`config.mk`:
```
export PLATFORM = sky130hd
export DESIGN_NAME = alu_operand_sequencer
export DESIGN_NICKNAME = d
export VERILOG_FILES = /design/src/rtl/cpu_types_pkg.sv /design/src/rtl/alu_operand_sequencer_key_debounce.sv /design/src/rtl/alu_operand_sequencer.sv
export SDC_FILE = /design/constraint.sdc
export NUM_CORES = 1
export LEC_CHECK = 0
export ABC_AREA = 1
export CAP_MARGIN = 40
export CORE_MARGIN = 2
export CORE_UTILIZATION = 45
export DETAILED_ROUTE_END_ITERATION = 16
export PLACE_DENSITY = 0.75
export SYNTH_ARGS = -nofsm -noshare
export SYNTH_HDL_FRONTEND = slang
export SYNTH_SLANG_ARGS = --single-unit
export TNS_END_PERCENT = 10
```
`constraint.sdc`:
```
create_clock -name CLOCK_50 -period 6.5 [get_ports CLOCK_50]
set_input_delay 0.65 -clock CLOCK_50 [delete_from_list [all_inputs] [get_ports CLOCK_50]]
set_output_delay 0.65 -clock CLOCK_50 [all_outputs]
set_load 0.1 [all_outputs]
```
`src/rtl/cpu_types_pkg.sv`:
```
// Shared CPU board-test types: ALU opcodes, operand-entry FSM states and
// the switch sign-fill helper used by the operand sequencer.
package cpu_types_pkg;

    typedef enum logic [3:0] {
        ALU_AND = 4'h0,
        ALU_OR  = 4'h1,
        ALU_ADD = 4'h2,
        ALU_SUB = 4'h6,
        ALU_SLT = 4'h7,
        ALU_NOR = 4'hC
    } aluop_t;

    typedef enum logic [1:0] {
        LOAD_A  = 2'd0,
        LOAD_B  = 2'd1,
        LOAD_OP = 2'd2,
        SHOW    = 2'd3
    } seq_state_t;

    // SW[16] selects the upper half fill, SW[15:0] is the literal value
    function automatic logic [31:0] ext_sw(input logic [16:0] sw);
        return {sw[16] ? 16'hFFFF : 16'h0000, sw[15:0]};
    endfunction

endpackage

```
`src/rtl/alu_operand_sequencer_key_debounce.sv`:
```
// key_debounce: synchronises one raw active-low button, accepts a level
// change only after DEBOUNCE_CYCLES stable cycles, and emits a single-cycle
// pulse on an accepted press (never on release).
module key_debounce #(
    parameter int DEBOUNCE_CYCLES = 500000
) (
    input  logic CLOCK_50,
    input  logic RST,
    input  logic key_n,
    output logic pressed_pulse
);
    localparam int CW = $clog2(DEBOUNCE_CYCLES + 1);
    localparam logic [CW-1:0] CNT_MAX = CW'(DEBOUNCE_CYCLES);

    logic          sync1, sync2;
    logic          accepted;   // accepted raw level, 1 = released
    logic [CW-1:0] cnt;

    // Two-flop synchroniser, idles at the released level
    always_ff @(posedge CLOCK_50 or posedge RST) begin
        if (RST) begin
            sync1 <= 1'b1;
            sync2 <= 1'b1;
        end else begin
            sync1 <= key_n;
            sync2 <= sync1;
        end
    end

    // Stability counter; any return to the accepted level restarts it
    always_ff @(posedge CLOCK_50 or posedge RST) begin
        if (RST) begin
            cnt           <= '0;
            accepted      <= 1'b1;
            pressed_pulse <= 1'b0;
        end else begin
            pressed_pulse <= 1'b0;
            if (sync2 == accepted) begin
                cnt <= '0;
            end else if (cnt == CNT_MAX) begin
                accepted      <= sync2;
                cnt           <= '0;
                pressed_pulse <= ~sync2;
            end else begin
                cnt <= cnt + 1'b1;
            end
        end
    end

endmodule

```
`src/rtl/alu_operand_sequencer.sv`:
```
// alu_operand_sequencer: debounced enter/cancel buttons step a four-state
// entry FSM that loads operand A, operand B and the opcode from SW, then
// snapshots the ALU result and flags for the display.
// Optional feature macro: ACC_CHAIN_EN (enter in SHOW feeds the result back
// into operand A and resumes at LOAD_B).
module alu_operand_sequencer
    import cpu_types_pkg::*;
#(
    parameter int DEBOUNCE_CYCLES = 500000,
    parameter int DATA_W          = 32
) (
    input  logic              CLOCK_50,
    input  logic              RST,
    input  logic [1:0]        key_n,
    input  logic [16:0]       sw,
    input  logic [DATA_W-1:0] result_in,
    input  logic [2:0]        flags_in,
    output logic [DATA_W-1:0] porta,
    output logic [DATA_W-1:0] portb,
    output logic [3:0]        alu_op,
    output logic [DATA_W-1:0] disp_value,
    output logic [2:0]        disp_flags,
    output logic              res_valid,
    output logic [1:0]        state_o
);
    seq_state_t        state;
    logic [DATA_W-1:0] result_q;
    logic [DATA_W-1:0] sw_ext;
    logic              enter, cancel;

    key_debounce #(.DEBOUNCE_CYCLES(DEBOUNCE_CYCLES)) u_enter (
        .CLOCK_50      (CLOCK_50),
        .RST           (RST),
        .key_n         (key_n[0]),
        .pressed_pulse (enter)
    );

    key_debounce #(.DEBOUNCE_CYCLES(DEBOUNCE_CYCLES)) u_cancel (
        .CLOCK_50      (CLOCK_50),
        .RST           (RST),
        .key_n         (key_n[1]),
        .pressed_pulse (cancel)
    );

    assign sw_ext  = DATA_W'(ext_sw(sw));
    assign state_o = state;

    // Entry FSM; cancel has priority, and the first SHOW cycle (res_valid
    // still low) takes the result snapshot
    always_ff @(posedge CLOCK_50 or posedge RST) begin
        if (RST) begin
            state      <= LOAD_A;
            porta      <= '0;
            portb      <= '0;
            alu_op     <= '0;
            result_q   <= '0;
            disp_flags <= '0;
            res_valid  <= 1'b0;
        end else if (cancel) begin
            state     <= LOAD_A;
            res_valid <= 1'b0;
        end else begin
            case (state)
                LOAD_A: if (enter) begin
                    porta <= sw_ext;
                    state <= LOAD_B;
                end
                LOAD_B: if (enter) begin
                    portb <= sw_ext;
                    state <= LOAD_OP;
                end
                LOAD_OP: if (enter) begin
                    alu_op    <= sw[3:0];
                    res_valid <= 1'b0;
                    state     <= SHOW;
                end
                SHOW: begin
                    if (enter) begin
                        res_valid <= 1'b0;
`ifdef ACC_CHAIN_EN
                        porta     <= result_q;
                        state     <= LOAD_B;
`else
                        state     <= LOAD_A;
`endif
                    end else if (!res_valid) begin
                        result_q   <= result_in;
                        disp_flags <= flags_in;
                        res_valid  <= 1'b1;
                    end
                end
                default: state <= LOAD_A;
            endcase
        end
    end

    // Display mux: live switch value while entering, snapshot once shown
    always_comb begin
        disp_value = '0;
        case (state)
            LOAD_A, LOAD_B: disp_value = sw_ext;
            LOAD_OP:        disp_value = DATA_W'(sw[3:0]);
            SHOW:           disp_value = res_valid ? result_q : '0;
            default:        disp_value = '0;
        endcase
    end

endmodule

```
Yosys cells after proc, flatten, opt, wreduce, memory -nomap -nowiden. Cells that the tools add are included.

Flip-flop bits (word level): 152. Output and inout port bits: 106. Word-level logic and storage cells: 69. Bits of input ports: 56.

Reductions and logical operators: 11. Mux-type cells: 21. Add/sub/neg operators: 2. Bitwise operators: 7. Equal/unequal tests: 11.

Operator list (number): 32-bit one-hot mux with 3 select lines (1); 19-bit 2-to-1 mux (4); 19-bit by 1-bit adder with 19-bit output (second input constant) (2); 19-bit equality test (second input constant) (2); 32-bit 2-to-1 mux (1); 16-bit 2-to-1 mux (1); 3-bit by 1-bit != test with 1-bit output (second input constant) (4); 2-bit 2-to-1 mux (5); 3-bit AND reduction (3); 2-bit one-hot mux with 4 select lines (1); 4-bit AND reduction (2); 1-bit 2-to-1 mux (7); 1-bit inverter (7); 2-bit AND reduction (3); 2-bit equality test (second input constant) (2); 3-bit nonzero test (1); 1-bit equality test (2); 2-bit by 1-bit equality test with 1-bit output (second input constant) (1); 2-bit zero test (1); 1-bit one-hot mux with 2 select lines (1); 2-bit OR reduction (1).

Longest topological paths before layout.
Word-level depth: 3. Mapped depth: 8. Depth with buffers taken out: 8.

By module. Synthesis repeated with hierarchy kept, for this count alone.

Cells, all modules: 762. Area total of the unflattened synthesis: 6239.7 µm².

Modules (own cells, without submodules): alu_operand_sequencer (cells each 440, instances 1, area an instance 3737.3 µm², sequential area each 1901.8 µm²); key_debounce (cells each 161, instances 2, area an instance 1251.2 µm², sequential area each 579.3 µm²).

Worst setup path after synthesis. OpenSTA, ideal clock, no wires.

Path kind: register -> output. Start point: register state[1], in the netlist state_o[1]. End point: output port disp_value[18]. Cell stages (with the launch flop): 5. Buffers on the path: 1. Arrival: 3.771 ns. Required time: 5.850 ns. Path slack: 2.079 ns. Path through: dfrtp_1 > ha_1 > nand2_1 > clkbuf_1 > o21ai_0.

Longest elaborated chain between the ends: 3. Elaborated cells on any way between the ends: 6. Classes of those cells: 3 x eq/ne; 1 x mux; 2 x reduce/logical.

Ends and longest elaborated chain: from (decl) (RTL line alu_operand_sequencer.sv:26) `seq_state_t state;`; from (signal assigned) (RTL line alu_operand_sequencer.sv:52) `state <= LOAD_A;`; from (signal assigned) (RTL line alu_operand_sequencer.sv:60) `state <= LOAD_A;`; from (signal assigned) (RTL line alu_operand_sequencer.sv:66) `state <= LOAD_B;`; 2-bit by 1-bit equality test with 1-bit output or 2-bit zero test (tied branches) (RTL line alu_operand_sequencer.sv:100) `case (state)`; 2-bit OR reduction (RTL line alu_operand_sequencer.sv:100); 32-bit one-hot mux with 3 select lines * (RTL line alu_operand_sequencer.sv:100); to (decl) (RTL line alu_operand_sequencer.sv:21) `output logic [DATA_W-1:0] disp_value,`.

Every way passes the cells marked *; elsewhere a longest branch is shown, timed or not.

Final worst setup path.
Start point: register state[1], in the netlist state_o[1]. End point: output port disp_value[8].

Same word-level chain as after synthesis.

==> summary.txt <==
Timing
  • Clock skew: 0.01111 ns
  • Final max-slew violation count: 0
  • Setup TNS Final: 0 ns
  • Final WS setup: between 2 and 3 ns
  • Actual slew at the worst max-slew pin: about 0.98 ns
  • Worst hold margin: approximately 0.36 ns
  • Final hold viol count: 0
  • Slew margin rel.: 0.3478
  • Endpoints failing setup: 0
  • Post-route clock period utilization: 0.5845
  • Min Clock Period, post-route: 3.799 ns
  • Max Freq: 0.2632 GHz
  • RSZ-0062 raised after global routing: no

Detailed routing
  • Drt pass-1 iters: 7
  • DRC viols: 0
  • DR vias/cell: 5.647
  • Wire per inst: between 20 and 25 um
  • Via count: 6432
  • Iter 0 DRT Violations: 712
  • DRT Wirelength: between 20 and 25 mm
  • DRT antenna net count: 0

Yosys
  • Syn Std Cell Area: 6006 um2
  • Ys async rst share: 1.000
  • Synthesized area per cell: between 8 and 9 um2
  • Synth top cells by count: nor2_1 (124), dfrtp_1 (116), nand2_1 (108)
  • Yosys reg bits: approximately 120
  • Synth area leader: dfrtp_1
  • Unique cell type count in the Yosys netlist: 35
  • Post-Synthesis Cells: 709
  • Yosys top cell area share: 0.4833
  • Mapped Nets: 773
  • Sequential share of the synthesized area: 0.5096
  • Cell with the most instances after synthesis: nor2_1
  • Top post-synthesis cells by area: dfrtp_1 (48%), nor2_1 (7.8%), nand2_1 (6.8%)
  • Synth Flop Type: dfrtp_1
  • Number of synthesized flops with an enable pin: 0
  • Yosys warning count: 0

Setup path
  • Depth of the worst register-to-register path: 4
  • Critical-path cell list: ha_1, nand2_1, o22ai_1, clkdlybuf4s50_1, buf_8
  • RR Startpoint: state_o[0]
  • Critical path's top delay family: buffers and inverters
  • Crit path DAT: ~3.2 ns
  • Worst path max stage delay: 0.63 ns
  • R2r setup slk: 4.31 ns
  • Critical Path RT: 5.85 ns
  • Worst Setup Start Kind: flip-flop
  • Worst path depth: 5
  • Crit. End Element: output pin
  • WS Path Type: flip-flop to output pin
  • Crit path buffers/inverters: 2
  • CP max stage cell: clkdlybuf4s50_1
  • Crit Path Max Fanout: 29
  • Reg2Reg Capture Point: porta[10]

Final layout
  • Share of cells above drive strength 1: 0.1952
  • Multi-input logic area: between 2000 and 2500 um2
  • Final Util: 0.7624
  • Final nets: 1014
  • ANT cells: 0
  • Fillcell total: around 670
  • FF+latch area: 3060 um2
  • Non-Filler Instances: 1139
  • Area grow syn2layout: 66.77%

Global route
  • Via count of the first global-routing pass: about 6500
  • Congestion Overflow GR: 0
  • Largest net degree at the start of global routing: 65
  • Antenna violations before repair: 0
  • Global Route Usage Sum: 0.3325
  • First-pass GRT wire length: 36.16 mm

Clock network
  • CTS Root Cell: clkbuf_16
  • Reg clk slew, reported paths: 0.05 ns
  • Post-CTS setup buffer count: 0
  • Clock sink total: approximately 120
  • Latest clock arrival within the worst-skew pair: between 0.4 and 0.5 ns
  • Clk buf depth: 2
  • Post_cts resized: 0
  • # H-tree levels: 4
  • TritonCTS clock tree: done
  • CTS Buf Count: 17
  • Hold Buf Count CTS: 0

Die
  • Die width: 119.5 um
  • CORE AREA: 13140 um2
  • # IOs: 162
  • Die Height: 119.5 um
  • Starting density of the core: 0.4571
  • Die ar.: 14290 um2
  • # rows: between 40 and 50

Power
  • Maximum vdd ir drop: 0.1685 mV
  • Static leakage: 4.660 nW
  • P per Cell Area: 207.6 nW/um2

Flow run
  • Max cap viols: 0

Hold path
  • HP Class: flip-flop to flip-flop
  • Hold Startpoint: u_cancel.sync1
  • Hold worst-path end: u_cancel.sync2
  • WHS Path Cells: 0

Place
  • Post-Place Worst Slack: about 3.3 ns
  • PortBufs: 161
  • Post-DP HPWL: between 15 and 20 mm
  • GP Congestion: 0.8879
  • Post-Place Cells: ~1100

Outcome
  • Outcome: completed
power by group:
group | total [W] | internal, W | switching, W | leakage (nW)
Clock | 0.00104 | 0.000681 | 0.000359 | 0.319
Combinational | 0.000254 | 0.0000955 | 0.000159 | 2.94
Sequential | 0.000786 | 0.000776 | 0.00000968 | 1.40
cell type report:
class,count,area share
tap,176,0.02199
timing repair buffer,269,0.3458
clock buffer,21,0.04797
multi-input combinational,443,0.2256
clock inverter,11,0.01649
sequential,122,0.3056
inverter,97,0.03660
stage by stage:
stage | total power [W] | instance area [um2]
floorplan | 0.0009240 | 6006
global placement | 0.0009963 | 7526
detailed placement | 0.001046 | 9370
CTS | 0.002075 | 10020
global route | 0.002123 | 10020
finish | 0.002080 | 10020
placed cells by master (no fill, tap or decap), types with 2 or more instances in the layout:
cell	n
dfrtp_1	116
nor3_1	7
o22ai_1	15
nand2_1	108
clkinv_2	4
o21ai_0	66
clkdlybuf4s50_1	161
clkbuf_16	17
and2_1	2
bufinv_16	4
a21oi_2	20
nor2_1	124
inv_2	3
dfstp_2	6
nor2_2	4
nand3_1	30
buf_16	19
inv_1	93
nand3_2	4
ha_1	8
buf_8	88
xor2_1	14
nand4_1	6
mux2_2	6
nand3b_1	2
a21oi_1	14
xnor2_1	4
clkbuf_8	4
sequential cells by signal, summed over array words and instances, names as in the netlist, 2 cells and up:
| signal | flops |
|---|---|
| result_q | 32 |
| u_enter.cnt | 19 |
| disp_flags | 3 |
| state_o | 2 |
| porta | 17 |
| u_cancel.cnt | 19 |
| alu_op | 4 |
| portb | 17 |
logic make-up after synthesis:
logic type,Yosys count,share of synthesized area
xor+xnor,19,0.02896
mux,6,0.01125
flops,122,0.5096
buf+inv,144,0.1142
compound gates,119,0.1158
fa+ha+maj,8,0.01667
simple gates,291,0.2035
metal layers:
metal  GRT usage  vias up  wire length [um]
met5           0        -                 0
met4      0.2074        0              1750
met3      0.1041      166              2163
met2      0.5589      506             11380
met1      0.3664     3061              8284
li1            -     2699                 -
worst max path at each step:
| stage | end | slack (ns) | startpoint |
|---|---|---|---|
| 2_1_floorplan | disp_value[18] | 2.08 | state_o[1] |
| 3_3_place_gp | disp_value[29] | 2.96 | sw[16] |
| 3_5_place_dp | disp_value[24] | 3.29 | sw[16] |
| 4_1_cts | disp_value[8] | 2.80 | state_o[1] |
| 5_1_grt | disp_value[8] | 2.65 | state_o[1] |
| 6_report | disp_value[8] | 2.70 | state_o[1] |
Note: power is estimated with default switching activity, not from simulation.
